==> config.mk <==
export PLATFORM = sky130hd
export DESIGN_NAME = exp2x_seq
export DESIGN_NICKNAME = d
export VERILOG_FILES = /design/src/rtl/exp2x_seq.sv
export SDC_FILE = /design/constraint.sdc
export NUM_CORES = 1
export LEC_CHECK = 0
export ABC_CLOCK_PERIOD_IN_PS = 15100
export BUFFER_PORTS_ARGS = -buffer_cell sky130_fd_sc_hd__buf_2
export CAP_MARGIN = 10
export CORE_MARGIN = 2
export CORE_UTILIZATION = 60
export CTS_CLUSTER_SIZE = 25
export DETAILED_ROUTE_END_ITERATION = 7
export PLACE_DENSITY = 0.78
export REMOVE_ABC_BUFFERS = 1
export SLEW_MARGIN = 25
export SYNTH_ARGS = -nofsm -noshare
export SYNTH_HDL_FRONTEND = slang
export SYNTH_SLANG_ARGS = --single-unit
export TNS_END_PERCENT = 10
==> constraint.sdc <==
create_clock -name clk -period 15.1 [get_ports clk]
set_input_delay 2.265 -clock clk [delete_from_list [all_inputs] [get_ports clk]]
set_output_delay 2.265 -clock clk [all_outputs]
set_load 0.02 [all_outputs]
==> src/rtl/exp2x_seq.sv <==
`default_nettype none
// ============================================================================
// Module   : exp2x_seq
// Brief    : Sequential base-2 antilog, y = 2^x. One ROM multiply per
//            fraction bit of x (MSB first), then a shift by the integer part.
//            x is Q(IW).(FW) unsigned, y is Q(OIW).(OFW) unsigned.
// Revision : 1.0 - initial release
// ============================================================================
module exp2x_seq #(
   parameter int IW  = 6,   // integer bits of x
   parameter int FW  = 5,   // fraction bits of x, one CALC cycle each (1..8)
   parameter int OIW = 5,   // integer bits of y
   parameter int OFW = 3,   // fraction bits of y
   parameter int MW  = 16   // fraction bits of the Q1.MW mantissa
) (
   input  logic                 clk,
   input  logic                 rst,     // asynchronous, active low
   input  logic                 start,
   input  logic [IW+FW-1:0]     x,
   output logic                 busy,
   output logic                 done,
   output logic [OIW+OFW-1:0]   y
);

   localparam int KW = 4;   // holds k = 1..8

   localparam logic [1:0] S_IDLE  = 2'd0;
   localparam logic [1:0] S_CALC  = 2'd1;
   localparam logic [1:0] S_SHIFT = 2'd2;
   localparam logic [1:0] S_DONE  = 2'd3;

   localparam logic [MW:0] C_ONE = {1'b1, {MW{1'b0}}};

   // C[k] = round(2^(2^-k) * 2^16); table is tabulated for the Q1.16 mantissa
   function automatic logic [MW:0] f_rom(input logic [KW-1:0] k);
      logic [16:0] c16;
      case (k)
         4'd1:    c16 = 17'h16A0A;
         4'd2:    c16 = 17'h13070;
         4'd3:    c16 = 17'h1172C;
         4'd4:    c16 = 17'h10B56;
         4'd5:    c16 = 17'h1059B;
         4'd6:    c16 = 17'h102CA;
         4'd7:    c16 = 17'h10164;
         4'd8:    c16 = 17'h100B2;
         default: c16 = 17'h10000;
      endcase
      f_rom = (MW+1)'(c16);
   endfunction

   logic [1:0]          r_state;
   logic [IW-1:0]       r_xi;
   logic [FW-1:0]       r_xf;     // shifted left each CALC cycle; MSB is bit k
   logic [MW:0]         r_m;
   logic [KW-1:0]       r_k;
   logic [OIW+OFW-1:0]  r_y;

   logic [MW:0]         w_c;
   logic [2*MW+1:0]     w_prod;
   logic [MW:0]         w_mnext;
   logic                w_sat;
   logic [MW+OIW-1:0]   w_shl;
   logic [OIW+OFW-1:0]  w_ynext;
   logic                w_unused;

   // Mantissa step: m * C[k], truncated back to Q1.MW
   assign w_c     = f_rom(r_k);
   assign w_prod  = {{(MW+1){1'b0}}, r_m} * {{(MW+1){1'b0}}, w_c};
   assign w_mnext = w_prod[2*MW:MW];

   // Final scaling: shift by the integer part, keep OFW fraction bits
   assign w_sat   = (r_xi >= IW'(OIW));
   assign w_shl   = {{(OIW-1){1'b0}}, r_m} << r_xi;
   assign w_ynext = w_shl[MW+OIW-1:MW-OFW];

   // Product top bit is always zero since m stays below 2.0; dropped low bits truncate
   assign w_unused = ^{w_prod[2*MW+1], w_prod[MW-1:0], w_shl[MW-OFW-1:0]};

   // Conversion FSM: accept, iterate over fraction bits, scale, report
   always_ff @(posedge clk or negedge rst) begin
      if (!rst) begin
         r_state <= S_IDLE;
         r_xi    <= '0;
         r_xf    <= '0;
         r_m     <= '0;
         r_k     <= '0;
         r_y     <= '0;
      end else begin
         case (r_state)
            S_IDLE, S_DONE: begin
               if (start) begin
                  r_xi    <= x[IW+FW-1:FW];
                  r_xf    <= x[FW-1:0];
                  r_m     <= C_ONE;
                  r_k     <= KW'(1);
                  r_state <= S_CALC;
               end else begin
                  r_state <= S_IDLE;
               end
            end
            S_CALC: begin
               if (r_xf[FW-1]) begin
                  r_m <= w_mnext;
               end
               r_xf <= r_xf << 1;
               if (r_k == KW'(FW)) begin
                  r_state <= S_SHIFT;
               end else begin
                  r_k <= r_k + KW'(1);
               end
            end
            S_SHIFT: begin
               r_y     <= w_sat ? '1 : w_ynext;
               r_state <= S_DONE;
            end
            default: r_state <= S_IDLE;
         endcase
      end
   end

   assign busy = (r_state == S_CALC) || (r_state == S_SHIFT);
   assign done = (r_state == S_DONE);
   assign y    = r_y;

endmodule
`default_nettype wire

==> metrics.txt <==
crit path buf inv count=5; slowest cell on the critical path=ha_1; CTS tree=built; Max Buffers Root-to-Sink=2; DRT iter0 DRCs=approximately 700; Cell Rows=a little under 50; fillcell total=around 1500; min-delay worst type=reg -> reg; CTS clk-pin slew, worst paths=0.08 ns; CTS H-Tree Depth=2; Clock Sinks=42; synth warn=0; Req. time, crit path=15.26 ns; vias in the first global route=slightly above 9000; GRT overflow=0; top post-synthesis cells by count=inv_1, fa_1, nand2_1, ha_1, and2_1; headroom to the max-slew limit=0.2972; number of flops mapped to enable cells by yosys=0; critical-path maximum fanout=20; Seq cells post-synth=42; Pre-antenna DRT Iters=5; area of the core=approximately 18000 sq um; chip height=around 140 um; setup bufs post-CTS=0; Die Wd=approximately 140 um; # setup viols final=0; critical path's most frequent cell=fa_1; Final min period=7.682 ns; initial antenna violation count=0; Synth top area share=0.3664; Final Max Tran Viols=0; die footprint=19780 sq um; Max Cap Viol=0; Clock Latency Late Sink=0.30 ns; post-DP HPWL=between 20000 and 25000 um; most frequent cell after synthesis=inv_1; Total GRT Usage=0.3036; CP Cell Sequence=inv_1 -> ha_1 -> nand2_1 -> a21oi_1 -> buf_4 -> nand2_1 -> fa_1 -> inv_1 -> fa_1 -> inv_1 -> fa_1 -> inv_1 -> fa_1 -> fa_1 -> fa_1 -> ha_1 -> a21oi_1 -> o211ai_1 -> a211oi_2 -> nor4_4 -> o2111a_1 -> nor3_1 -> xor2_1 -> o21ai_0; Mapped Cells=between 1000 and 1500; Synth Cell Area=around 11000 sq um; port buffer count=23; io pins=24; Seq. cell area=between 1000 and 1500 sq um; Main synth FF type=dfrtp_1; r2r setup slk=approximately 7.4 ns; RSZ-0062 raised after global routing=false; Via density=~5.8; crit path DAT=between 7 and 8 ns; Layout area overhead=4.223%; multi-input logic area=~8800 sq um; Crit Path Class=reg -> reg; status=completed; worst slew pin tran=1.054 ns; # DRC=0; Hold Violations, Final=0; post-synthesis sequential area ratio=0.09383; Final ANT Viol Nets=0; Final Skew=~0.015 ns; synthesized area per cell=8.764 sq um; Async S/R FF share, synth=1.000; critical path startpoint category=flop; layout cells sized above 1=0.06022; endpoint class of the critical path=flop; critical path's top delay family=adder cells; routability congestion estimate=0.9113; root buf cell=clkbuf_16; global-route wire length before repair=about 47000 um; # hold bufs at CTS=0; Initial Util=0.6172; cell taking the most area after synthesis=fa_1; layout net count=1604; top cells by area, synth=fa_1, ha_1, inv_1; post-CTS sizing=0; largest net degree at the start of global routing=43; Num CTS Buffers=5; DR vias=between 8000 and 9000; CP max stage delay=between 0.6 and 0.7 ns; Routed WL=approximately 28000 um; Unique masters post-synth=59; Setup TNS Final=0 ns; fmax=130.2 MHz; fin crit share=0.5087; WL per Instance=about 19 um; ant diodes=0
## final timing paths
| kind | start | endpoint | cells past startpoint |
|---|---|---|---|
| setup / recovery | r_k[1] | r_m[9] | 24 |
| hold / removal | y[5] | y[5] | 1 |
| setup reg to reg | r_k[1] | r_m[9] | 24 |
| hold reg to reg | y[5] | y[5] | 1 |
| max in group asynchronous | rst | r_state[0] | 1 |
| min in group asynchronous | rst | y[1] | 1 |
## cell type report
cell class | instances | area share
clock buffer | 5 | 0.01072
sequential | 42 | 0.09003
inverter | 301 | 0.09678
multi-input combinational | 871 | 0.7544
clock inverter | 3 | 0.002465
timing repair buffer | 40 | 0.02101
tap | 229 | 0.02454
## per-layer routing
layer	global-route usage	routed length [um]	vias up
met5	0	0	-
met3	0.05978	2456	98
met1	0.3983	11050	4292
met2	0.5083	13460	381
li1	-	-	3877
met4	0.1058	1003	0
## state kept, by name (all words and copies together), names as in the netlist
| register | cells |
|---|---|
| r_m | 17 |
| y | 8 |
| r_xi | 6 |
| r_xf | 5 |
| r_k | 4 |
| r_state | 2 |
## cell families (layout without fill, tap and decap cells)
family,Yosys count,in the layout,share of synthesized area
adder cells (fa/ha/maj),329,329,0.5049
XOR/XNOR,16,16,0.01251
multiplexers,31,31,0.03239
AO/OA/AOI/OAI,127,127,0.07395
AND/OR/NAND/NOR,368,368,0.1599
buffers and inverters,365,349,0.1225
flip-flops,42,42,0.09383
## per-stage QoR
stage	instance area, sq um	std cells	setup WS [ns]	utilization	hold WS [ns]
2_1_floorplan	10960	1214	8.178	-	0.4805
3_3_place_gp	11510	1483	7.799	0.6343	0.4800
3_5_place_dp	11520	1483	7.562	0.6347	0.4851
4_1_cts	11670	1491	7.511	0.6431	0.5006
5_1_grt	11670	1491	7.041	0.6433	0.5237
6_report	11670	1491	7.418	0.6433	0.5006
## layout by cell type, fill, tap and decap left out, types with 7 or more instances in the layout
master,netlist,layout
mux2_2,12,12
a21oi_1,33,32
buf_4,0,18
and3_1,33,33
nand3_1,7,7
inv_1,301,301
nor2_1,35,34
xnor2_1,12,12
dfrtp_1,42,42
and2_1,82,82
mux2i_1,16,16
nand2_1,180,180
fa_1,205,205
ha_1,124,124
o21ai_0,29,29
buf_2,2,22
Power is not shown: default switching activity piles up to over one toggle a cycle in this logic, so the estimate is an artifact.
